==> src/rtl/d_mem_arbiter.sv <==
// d_mem_arbiter: owns the single data-memory port. Runs fixed-latency accesses
// for the MEM-stage CPU and for a DMA engine, stalls the CPU until its access
// completes, grants DMA bounded bursts, and forces a DMA win once it has been
// denied for STARVE_LIMIT cycles.
//
// Handshake summary: the CPU holds cpu_readM/cpu_writeM as a level and is frozen
// by cpu_stall until the cycle its access completes (cpu_stall low). The DMA holds
// dma_req as a level; dma_grant marks ownership, and dma_ack is a one-cycle pulse
// in the last strobe cycle of each word, on whose closing edge the DMA engine
// moves to its next word. Dropping dma_req mid-word still completes that word.
module d_mem_arbiter #(
    parameter int WORD_SIZE    = 16,
    parameter int MEM_LATENCY  = 2,
    parameter int DMA_BURST    = 12,
    parameter int STARVE_LIMIT = 8
) (
    input  logic                 clk,
    input  logic                 reset,
    input  logic                 cpu_readM,
    input  logic                 cpu_writeM,
    input  logic [WORD_SIZE-1:0] cpu_address,
    input  logic [WORD_SIZE-1:0] cpu_wdata,
    output logic [WORD_SIZE-1:0] cpu_rdata,
    output logic                 cpu_stall,
    input  logic                 dma_req,
    input  logic                 dma_writeM,
    input  logic [WORD_SIZE-1:0] dma_address,
    input  logic [WORD_SIZE-1:0] dma_wdata,
    output logic [WORD_SIZE-1:0] dma_rdata,
    output logic                 dma_grant,
    output logic                 dma_ack,
    output logic                 mem_readM,
    output logic                 mem_writeM,
    output logic [WORD_SIZE-1:0] mem_address,
    output logic [WORD_SIZE-1:0] mem_wdata,
    input  logic [WORD_SIZE-1:0] mem_rdata,
    output logic [2:0]           dbg_state
);

    localparam int CNT_W = (MEM_LATENCY > 1) ? $clog2(MEM_LATENCY) : 1;
    localparam int WL_W  = $clog2(DMA_BURST + 1);
    localparam int SC_W  = $clog2(STARVE_LIMIT + 1);

    localparam logic [CNT_W-1:0] CNT_LOAD = CNT_W'(MEM_LATENCY - 1);
    localparam logic [WL_W-1:0]  WL_LOAD  = WL_W'(DMA_BURST);
    localparam logic [SC_W-1:0]  SC_MAX   = SC_W'(STARVE_LIMIT);

    localparam logic [2:0] S_IDLE     = 3'd0;
    localparam logic [2:0] S_CPU_ACC  = 3'd1;
    localparam logic [2:0] S_CPU_DONE = 3'd2;
    localparam logic [2:0] S_DMA_ACC  = 3'd3;
    localparam logic [2:0] S_DMA_NEXT = 3'd4;

    logic [2:0]           r_state;
    logic [CNT_W-1:0]     r_cnt;
    logic [WL_W-1:0]      r_words_left;
    logic [SC_W-1:0]      r_starve_cnt;
    logic [WORD_SIZE-1:0] r_cpu_rdata;
    logic [WORD_SIZE-1:0] r_dma_rdata;
    logic                 r_dma_grant;
    logic                 r_mem_readM;
    logic                 r_mem_writeM;
    logic [WORD_SIZE-1:0] r_mem_address;
    logic [WORD_SIZE-1:0] r_mem_wdata;

    logic w_cpu_req;
    logic w_acc_last;
    logic w_dma_win;

    assign w_cpu_req  = cpu_readM | cpu_writeM;
    assign w_acc_last = (r_cnt == '0);
    // DMA wins from IDLE when the CPU is quiet or DMA has waited long enough.
    assign w_dma_win  = dma_req && (!w_cpu_req || (r_starve_cnt >= SC_MAX));

    assign cpu_stall   = w_cpu_req && (r_state != S_CPU_DONE);
    assign dma_ack     = (r_state == S_DMA_ACC) && w_acc_last;
    assign cpu_rdata   = r_cpu_rdata;
    assign dma_rdata   = r_dma_rdata;
    assign dma_grant   = r_dma_grant;
    assign mem_readM   = r_mem_readM;
    assign mem_writeM  = r_mem_writeM;
    assign mem_address = r_mem_address;
    assign mem_wdata   = r_mem_wdata;
    assign dbg_state   = r_state;

    // Access sequencer: picks an owner in IDLE, holds the strobe for MEM_LATENCY cycles, captures read data.
    always_ff @(posedge clk or posedge reset) begin
        if (reset) begin
            r_state       <= S_IDLE;
            r_cnt         <= '0;
            r_words_left  <= '0;
            r_cpu_rdata   <= '0;
            r_dma_rdata   <= '0;
            r_dma_grant   <= 1'b0;
            r_mem_readM   <= 1'b0;
            r_mem_writeM  <= 1'b0;
            r_mem_address <= '0;
            r_mem_wdata   <= '0;
        end else begin
            case (r_state)
                S_IDLE: begin
                    if (w_dma_win) begin
                        r_state       <= S_DMA_ACC;
                        r_dma_grant   <= 1'b1;
                        r_words_left  <= WL_LOAD;
                        r_mem_readM   <= !dma_writeM;
                        r_mem_writeM  <= dma_writeM;
                        r_mem_address <= dma_address;
                        r_mem_wdata   <= dma_wdata;
                        r_cnt         <= CNT_LOAD;
                    end else if (w_cpu_req) begin
                        // A store wins when both CPU request lines are up.
                        r_state       <= S_CPU_ACC;
                        r_mem_readM   <= !cpu_writeM;
                        r_mem_writeM  <= cpu_writeM;
                        r_mem_address <= cpu_address;
                        r_mem_wdata   <= cpu_wdata;
                        r_cnt         <= CNT_LOAD;
                    end
                end
                S_CPU_ACC: begin
                    if (!w_acc_last) begin
                        r_cnt <= r_cnt - CNT_W'(1);
                    end else begin
                        if (r_mem_readM) begin
                            r_cpu_rdata <= mem_rdata;
                        end
                        r_mem_readM  <= 1'b0;
                        r_mem_writeM <= 1'b0;
                        r_state      <= S_CPU_DONE;
                    end
                end
                S_CPU_DONE: begin
                    // Lets the pipeline advance so the finished request is not replayed.
                    r_state <= S_IDLE;
                end
                S_DMA_ACC: begin
                    if (!w_acc_last) begin
                        r_cnt <= r_cnt - CNT_W'(1);
                    end else begin
                        r_dma_rdata  <= mem_rdata;
                        r_mem_readM  <= 1'b0;
                        r_mem_writeM <= 1'b0;
                        r_words_left <= r_words_left - WL_W'(1);
                        r_state      <= S_DMA_NEXT;
                    end
                end
                S_DMA_NEXT: begin
                    if ((r_words_left == '0) || !dma_req) begin
                        r_dma_grant <= 1'b0;
                        r_state     <= S_IDLE;
                    end else begin
                        r_mem_readM   <= !dma_writeM;
                        r_mem_writeM  <= dma_writeM;
                        r_mem_address <= dma_address;
                        r_mem_wdata   <= dma_wdata;
                        r_cnt         <= CNT_LOAD;
                        r_state       <= S_DMA_ACC;
                    end
                end
                default: begin
                    r_state <= S_IDLE;
                end
            endcase
        end
    end

    // Starvation counter: counts cycles DMA asks without owning the bus, cleared when it wins.
    always_ff @(posedge clk or posedge reset) begin
        if (reset) begin
            r_starve_cnt <= '0;
        end else if ((r_state == S_IDLE) && w_dma_win) begin
            r_starve_cnt <= '0;
        end else if (dma_req && !r_dma_grant && (r_starve_cnt < SC_MAX)) begin
            r_starve_cnt <= r_starve_cnt + SC_W'(1);
        end
    end

endmodule

==> config.mk <==
export PLATFORM = sky130hd
export DESIGN_NAME = d_mem_arbiter
export DESIGN_NICKNAME = d
export VERILOG_FILES = /design/src/rtl/d_mem_arbiter.sv
export SDC_FILE = /design/constraint.sdc
export NUM_CORES = 1
export LEC_CHECK = 0
export CAP_MARGIN = 5
export CORE_ASPECT_RATIO = 0.75
export CORE_MARGIN = 10
export CORE_UTILIZATION = 25
export DETAILED_ROUTE_END_ITERATION = 12
export DONT_BUFFER_PORTS = 1
export HOLD_SLACK_MARGIN = 0.02
export PLACE_DENSITY = 0.44
export SYNTH_ARGS = -nofsm -noshare
export SYNTH_HDL_FRONTEND = slang
export SYNTH_SLANG_ARGS = --single-unit
==> constraint.sdc <==
create_clock -name clk -period 3.42 [get_ports clk]
set_input_delay 0.513 -clock clk [delete_from_list [all_inputs] [get_ports clk]]
set_output_delay 0.513 -clock clk [all_outputs]
set_load 0.005 [all_outputs]
---- Word level (Yosys, flattened, before mapping) ----
Cells that the tools add are included.
cells by class
  bitwise gates (word level) .............. 2
  reduce and logical (&&, ||, !) cells .... 28
  order comparisons ....................... 2
  equality and inequality tests ........... 11
  muxes and demuxes ....................... 36
  add/subtract/negate cells ............... 3
operator list
  kind                                                                     number
  16-bit two-way mux                                                       6
  16-bit one-hot mux with 2 select lines                                   2
  3-bit AND reduction                                                      6
  4-bit two-way mux                                                        4
  1-bit two-way mux                                                        13
  3-bit two-way mux                                                        4
  2-bit inequality test, second input constant                             6
  3-bit one-hot mux with 4 select lines                                    1
  1-bit one-hot mux with 3 select lines                                    3
  4-bit one-hot mux with 2 select lines                                    1
  1-bit logical AND                                                        6
  2-bit nonzero test                                                       3
  1-bit logical NOT                                                        5
  4-bit by 1-bit adder with 4-bit output, second input constant            1
  4-bit greater-or-equal comparator, second input constant                 1
  4-bit logical NOT                                                        1
  4-bit less-than comparator, second input constant                        1
  4-bit AND reduction                                                      1
  4-bit by 1-bit subtractor with 4-bit output, second input constant       1
  3-bit by 1-bit equality test with 1-bit output, second input constant    1
  3-bit by 2-bit equality test with 1-bit output, second input constant    1
  3-bit equality test, second input constant                               1
  3-bit logical NOT                                                        1
  3-bit by 2-bit inequality test with 1-bit output, second input constant  1
  10 further kinds                                                         11
word-level totals
  logic and storage cells ................. 93
  output and inout bits ................... 72
  bits in registers ....................... 79
  bits of input ports ..................... 86

---- Longest topological paths before layout ----
Gate-level depths: netlist (run 1).
  depth after elaboration ................. 6
  mapped depth ............................ 8
  gate-level depth less buffers ........... 6

---- Least setup slack after synthesis (run 1) ----
No wires, ideal clock.
  path type ............................... input -> register
  start point ............................. input cpu_writeM
  end point ............................... register r_mem_wdata[0] (netlist: mem_wdata[0])
  library setup time ...................... 0.125 ns
  path slack .............................. 1.529 ns
  path buffers ............................ 2
  cell stages on the path ................. 6
  required time ........................... 3.295 ns
  data arrival time ....................... 1.766 ns
  path through ............................ clkbuf_2 > o21bai_4 > a21oi_4 > buf_6 > mux2_2 > mux2_4
on the way
  cells in the longest elaborated chain, start to end .. 6
ends and longest elaborated chain
  what                                                                                            line  RTL
  from (decl)                                                                                     20    input logic cpu_writeM,
  1-bit OR (*)                                                                                    70    assign w_cpu_req = cpu_readM | cpu_writeM;
  1-bit logical NOT                                                                               73    assign w_dma_win = dma_req && (!w_cpu_req || (r_starve_cnt >= SC_MAX));
  1-bit logical OR                                                                                73
  1-bit logical AND                                                                               73
  3-bit inequality test (no source line) or 16-bit two-way mux (tied branches)                    --
  3-bit AND reduction (no source line) or 16-bit one-hot mux with 2 select lines (tied branches)  --
  to (signal assigned)                                                                            109   r_mem_wdata <= dma_wdata;
  to (signal assigned)                                                                            117   r_mem_wdata <= cpu_wdata;
  to (signal assigned)                                                                            156   r_mem_wdata <= dma_wdata;
  to (decl)                                                                                       64    logic [WORD_SIZE-1:0] r_mem_wdata;
Every way passes the cells marked *; elsewhere a longest branch is shown, timed or not.
A chain may end at the register's enable or synchronous reset.

---- Worst setup path in the final report (run 1) ----
  start point ............................. register r_state[0] (netlist: dbg_state[0])
  end point ............................... register r_mem_address[14] (netlist: mem_address[14])
on the way
  cells in the longest elaborated chain, start to end .. 3
ends and longest elaborated chain
  what                                                            line  RTL
  from (decl)                                                     54    logic [2:0] r_state;
  from (signal assigned)                                          89    r_state <= S_IDLE;
  from (signal assigned)                                          103   r_state <= S_DMA_ACC;
  from (signal assigned)                                          113   r_state <= S_CPU_ACC;
  3-bit equality test or 3-bit logical NOT (tied branches)        100   case (r_state)
  2-bit inequality test (no source line) (tied with other cells)  --
  3-bit AND reduction (no source line)                            --
  to (signal assigned)                                            108   r_mem_address <= dma_address;
  to (signal assigned)                                            116   r_mem_address <= cpu_address;
  to (signal assigned)                                            155   r_mem_address <= dma_address;
  to (decl)                                                       63    logic [WORD_SIZE-1:0] r_mem_address;
Parallel ways exist; a longest one is shown, timed or not.

==> flow_metrics.py, run 1 <==
metrics = {
    "run_status": {
        "status": "completed",
    },
    "timing": {
        "hold_viol": 0,
        "finalSetupViolCount": 0,
        "tightest_slew_ns": 0.931,
        "rsz0062_at_grt": "false",
        "slew_viol_final": 0,
        "fin_ws_ns": 0.967,
        "fin_tns_setup_ns": 0,
        "slew_headroom_pct": 38.0,
        "skew_ns": 0.00863,
        "fin_crit_sh_pct": 71.7,
        "min_period_ns": 2.45,
        "fmax_mhz": 408,
    },
    "critical_path": {
        "path_class": "reg2reg",
        "cp-start-kind": "flip-flop",
        "rr_startpoint": "dbg_state[0]$_DFFE_PP0P_",
        "crit_path_end_kind": "flip-flop",
        "worstPathMaxFanout": 19,
        "reg2reg_to": "mem_address[14]$_DFFE_PP0P_",
        "reg2reg_depth": 5,
        "cp.arrival_ns": 2.68,
        "reg2reg_slack_ns": 0.97,
        "cp_data_required_time_ns": 3.64,
    },
    "detailed_routing": {
        "wl_um": 9710,
        "drc": 0,
        "vias": 2230,
        "drtIter0Drc": 153,
        "avgViaCountPerCell": 4.37,
        "drtPass1Iterations": 4,
        "ant_nets": 0,
        "wl_per_cell_um": 19.0,
    },
    "clock_network": {
        "cts_root_buf": "clkbuf_16",
        "clk_latency_ns": 0.33,
        "cts_num_sinks": 79,
        "numCtsBuffers": 9,
        "clkTransAtPathRegs_ns": 0.06,
        "holdBufCountCts": 0,
        "cts_tree": "yes",
        "clockBufferDepth": 2,
        "postCtsSetupRepairBufs": 0,
        "htree_levels": 3,
        "cts_resized": 0,
    },
    "synth": {
        "ys_warn_count": 0,
        "synthArstFlopShare_pct": 100,
        "ys_ff_latch": 79,
        "syn_area_mm2": 0.00387,
        "synth_edf_count": 0,
        "synthFlopType": "dfrtp_1",
        "syn_inst": 301,
        "ys_types": 42,
        "synthesis.nets": 390,
        "synth-seq-area-share_pct": 51.1,
        "post_synth.cell_area_avg_um2": 12.8,
    },
    "floorplanning": {
        "core_area_mm2": 0.0152,
        "rows": 39,
        "die_h_um": 128,
        "start_util_pct": 25.5,
        "die-width_um": 164,
        "dieArea_mm2": 0.0209,
        "io_pins": 158,
    },
    "placed_design": {
        "finalWeightedCongestion": 0.668,
        "dp_slack_ns": 0.934,
        "dpl_cell_area_mm2": 0.00404,
        "numPortBuffers": 0,
        "hpwl_um": 7390,
    },
    "pwr": {
        "p_sw_mw": 1.45,
        "p_comb_share_pct": 32.6,
        "power_density_mw_per_mm2": 997,
        "p_clk_share_pct": 23.8,
        "swShare_pct": 33.4,
        "p_leak_nw": 1.98,
        "irDropWorstVdd_mv": 0.274,
        "p_seq_share_pct": 43.7,
        "p_int_mw": 2.89,
    },
    "cells_and_area": {
        "fin_area_mm2": 0.00436,
        "fill_cells": 1562,
        "nets": 389,
        "area_growth_pct": 12.7,
        "drive_above_1_share_pct": 35.7,
        "antenna_cells": 0,
    },
    "global_route": {
        "grt-ovfl-total": 0,
        "grtUsageTotal_pct": 9.01,
        "antenna_found_initial": 0,
        "grt_max_degree": 33,
        "grt_pass1_wl_um": 14400,
        "first_global_vias": 2311,
    },
    "job": {
        "cap_violations": 0,
    },
    "hold_path": {
        "hp-class": "in2async",
    },
}
## cell usage after synthesis (2+ instances only)
cell	instances	area share, %
ha_1	3	0.97
a31oi_1	3	0.49
clkbuf_1	2	0.19
and3_1	3	0.49
inv_1	12	1.2
nor2_1	7	0.68
buf_6	10	2.9
mux2_1	2	0.58
a2bb2oi_1	2	0.45
nand3_1	4	0.52
mux2_2	41	12
buf_2	4	0.52
nor3_1	2	0.26
o21ai_0	6	0.78
a21oi_1	6	0.78
mux2_4	38	15
dfrtp_1	79	51
nand2_1	52	5.0
xnor2_1	2	0.45
## metrics by stage
| stage | util (%) | cells | total power [mW] | hold slack [ns] |
|---|---|---|---|---|
| finish | 28.7 | 510 | 4.34 | 0.0803 |
| global route | 28.7 | 510 | 4.65 | 0.101 |
| CTS | 28.7 | 510 | 4.45 | 0.0851 |
| detailed placement | 26.6 | 494 | 3.37 | 0.459 |
| global placement | 26.6 | 494 | 3.34 | 0.459 |
| floorplan | - | 301 | 3.05 | 0.470 |
## worst max-delay path by stage
stage | startpoint | endpoint | slack, ns | cells past startpoint
after CTS | dbg_state[0]$_DFFE_PP0P_ | mem_wdata[8]$_DFFE_PP0P_ | 0.94 | 5
after global routing | dbg_state[0]$_DFFE_PP0P_ | mem_wdata[9]$_DFFE_PP0P_ | 0.83 | 5
after global placement | dbg_state[0]$_DFFE_PP0P_ | mem_address[13]$_DFFE_PP0P_ | 0.98 | 5
final | dbg_state[0]$_DFFE_PP0P_ | mem_address[14]$_DFFE_PP0P_ | 0.97 | 5
after detailed placement | dbg_state[0]$_DFFE_PP0P_ | mem_wdata[5]$_DFFE_PP0P_ | 0.93 | 5
after floorplan | reset | cpu_rdata[0]$_DFFE_PP0P_ | 0.88 | 1
## power groups by stage
stage	sequential, mW	clock (mW)	combinational (mW)
final	1.90	1.03	1.41
after detailed placement	1.93	0	1.44
after global routing	1.97	1.11	1.57
after global placement	1.93	0	1.41
after CTS	1.93	1.08	1.44
after floorplan	1.71	0	1.34
## area by class of cell
type	count	area, um^2	area share, %
clock buffer	9	225	5.17
clock inverter	7	95.1	2.18
inverter	12	46.3	1.06
multi-input combinational	193	1710	39.2
sequential	79	1980	45.4
tap	205	256	5.89
timing repair buffer	5	50.0	1.15
## per-layer routing
metal / up-vias / part of all wire, % / GRT usage, %
li1: 1035 / - / -
met1: 1106 / 39 / 9.96
met2: 82 / 48 / 14.0
met3: 7 / 12 / 5.10
met4: 0 / 1.4 / 3.78
met5: - / 0 / 0
## kinds of logic (layout without fill, tap and decap cells)
group	after synthesis	in the layout	synth area share, %
compound gates	30	30	6.02
buf+inv	29	33	4.92
mux	82	82	27.5
xor+xnor	3	3	0.680
fa+ha+maj	3	3	0.971
flops	79	79	51.1
simple gates	75	75	8.77
## layout by cell type, fill, tap and decap left out, types with 6 or more instances in the layout
cell,count
mux2_2,41
a21oi_1,6
nand2_1,52
dfrtp_1,79
nor2_1,7
clkbuf_16,9
mux2_4,38
o21ai_0,6
inv_1,11
## critical path: stages, from the launching register on
cell     delay [ns]
dfrtp_1        0.58
nor2_1         0.25
o41ai_2        0.12
a21oi_4        0.58
buf_4          0.42
mux2_2         0.37
## sequential cells by signal (all words and copies together) (netlist names)
register      cells
cpu_rdata        16
dma_rdata        16
mem_address      16
mem_wdata        16
r_starve_cnt      4
r_words_left      4
dbg_state         3
dma_grant         1
mem_readM         1
mem_writeM        1
r_cnt             1
Note: power is estimated with default switching activity, not from simulation.
==> run 2, diff against run 1 <==
==> constraint.sdc (replaced) <==
create_clock -name clk -period 2.35 [get_ports clk]
set_input_delay 0.3525 -clock clk [delete_from_list [all_inputs] [get_ports clk]]
set_output_delay 0.3525 -clock clk [all_outputs]
set_load 0.005 [all_outputs]
==> run 2 against run 1 <==
  * Wire length fell by 2.1%
  * Largest power group unchanged
  * Non-clock buffer count rose by 7
  * Register-to-register slack got worse by 0.59 ns
  * Combinational power rose by 51%
  * Power rose by 44%
  * Cell count rose by 1.4%
  * Flip-flop and latch count did not move
  * Clock skew barely moved
  * Critical endpoint is now dma_ack
==> flow_metrics.py, run 2 (same netlist as run 1, synthesis figures left out) <==
metrics = {
    "run_status": {
        "status": "completed",
    },
    "floorplanning": {
        "rows": 39,
        "core_area_mm2": 0.0152,
        "io_pins": 158,
        "die-width_um": 164,
        "dieArea_mm2": 0.0209,
        "start_util_pct": 25.5,
        "die_h_um": 128,
    },
    "global_route": {
        "grt_pass1_wl_um": 14600,
        "grt_max_degree": 53,
        "grt-ovfl-total": 0,
        "grtUsageTotal_pct": 9.01,
        "antenna_found_initial": 0,
        "first_global_vias": 2352,
    },
    "detailed_routing": {
        "drtPass1Iterations": 4,
        "drc": 0,
        "drtIter0Drc": 94,
        "avgViaCountPerCell": 4.38,
        "wl_per_cell_um": 18.4,
        "wl_um": 9500,
        "vias": 2263,
        "ant_nets": 0,
    },
    "pwr": {
        "irDropWorstVdd_mv": 0.381,
        "p_clk_share_pct": 22.3,
        "p_seq_share_pct": 43.6,
        "swShare_pct": 33.7,
        "power_density_mw_per_mm2": 1420,
        "p_sw_mw": 2.11,
        "p_leak_nw": 1.99,
        "p_comb_share_pct": 34.1,
        "p_int_mw": 4.14,
        "power_mw": 6.25,
    },
    "job": {
        "cap_violations": 0,
    },
    "cells_and_area": {
        "nets": 396,
        "layout_commonest_cell": "dfrtp_1",
        "final_cell_mix": "dfrtp_1, nand2_1, mux2_2, mux2_4, inv_1",
        "fill_cells": 1546,
        "area_growth_pct": 13.6,
        "drive_above_1_share_pct": 36.5,
        "antenna_cells": 0,
    },
    "timing": {
        "finalSetupViolCount": 0,
        "fin_tns_setup_ns": 0,
        "slew_headroom_pct": 56.7,
        "fin_crit_sh_pct": 84.2,
        "fmax_mhz": 505,
        "slew_viol_final": 0,
        "skew_ns": 0.00858,
        "tightest_slew_ns": 0.650,
        "min_period_ns": 1.98,
        "hold_viol": 0,
        "rsz0062_at_grt": "false",
    },
    "hold_path": {
        "hp-class": "in2reg",
    },
    "critical_path": {
        "cp-start-kind": "flip-flop",
        "cp.arrival_ns": 1.63,
        "worstPathMaxFanout": 15,
        "cp_data_required_time_ns": 2.00,
        "crit_path_end_kind": "primary output",
        "path_class": "reg2out",
    },
    "clock_network": {
        "cts_num_sinks": 79,
        "numCtsBuffers": 9,
        "clkTransAtPathRegs_ns": 0.06,
        "htree_levels": 3,
        "cts_root_buf": "clkbuf_16",
        "postCtsSetupRepairBufs": 0,
        "clockBufferDepth": 2,
        "cts_tree": "yes",
        "clk_latency_ns": 0.34,
    },
    "placed_design": {
        "finalWeightedCongestion": 0.681,
        "hpwl_um": 7270,
        "numPortBuffers": 0,
    },
}
==> run 2: changes by cell type in the layout (fill, tap and decap cells not counted), sizes merged <==
cell,change
inv,-1
clkbuf,+1
dlygate4sd3,+1
clkinvlp,+1
bufinv,-1
buf,+6
==> run 2: metal layers <==
metal	up-vias	global-route usage (%)	share of wire, %
li1	1051	-	-
met1	1101	10.4	39
met2	102	13.6	47
met3	9	5.04	13
met4	0	3.62	1.7
met5	-	0	0
==> run 2: final cells by class <==
cell class | count | area, um^2 | share of cell area, %
flip-flops and latches | 79 | 1980 | 45.0
well taps | 205 | 256 | 5.84
inverters | 12 | 48.8 | 1.11
clock buffers | 10 | 229 | 5.21
multi-input cells | 193 | 1710 | 38.9
repair buffers | 12 | 105 | 2.39
clock inverters | 6 | 68.8 | 1.57
==> run 2: path summary, 6_finish.rpt <==
kind                                        startpoint                        end  slack (ns)  cells past startpoint
max                           dbg_state[0]$_DFFE_PP0P_                    dma_ack        0.37                      2
max in group asynchronous                        reset      mem_readM$_DFFE_PP0P_        1.20                      3
min reg2reg                  dma_rdata[14]$_DFFE_PP0P_  dma_rdata[14]$_DFFE_PP0P_        0.51                      2
min in group asynchronous                        reset  mem_wdata[11]$_DFFE_PP0P_        0.58                      3
max reg2reg                r_words_left[0]$_DFFE_PP0P_     mem_writeM$_DFFE_PP0P_        0.38                      7
min                                       mem_rdata[5]   dma_rdata[5]$_DFFE_PP0P_        0.12                      2
==> run 2: power groups by stage <==
| stage | clock [mW] | sequential, mW | combinational (mW) |
|---|---|---|---|
| global placement | 0 | 2.78 | 2.12 |
| CTS | 1.46 | 2.76 | 2.18 |
| floorplan | 0 | 2.48 | 1.95 |
| detailed placement | 0 | 2.77 | 2.17 |
| global route | 1.52 | 2.83 | 2.37 |
| finish | 1.40 | 2.72 | 2.13 |
==> run 2: repair_timing <==
action / CTS / global route
resized for setup: 0 / 0
endpoints found under the hold margin: 27 / 0
hold buffers: 1 / 0
==> run 2: worst max-delay path: stages, from the launching register on <==
cell and delay, ns:
dfrtp_1 0.69, nand3_1 0.17, inv_1 0.42
==> run 2: metrics by stage <==
step	hold WS (ns)	worst slack [ns]	std cells	util [%]	area, um^2
after floorplan	0.458	0.608	301	-	3870
after global placement	0.354	0.400	500	26.9	4090
after detailed placement	0.358	0.397	500	26.9	4090
after CTS	0.0956	0.334	517	28.9	4390
after global routing	0.0982	0.207	517	28.9	4390
final	0.117	0.371	517	28.9	4390
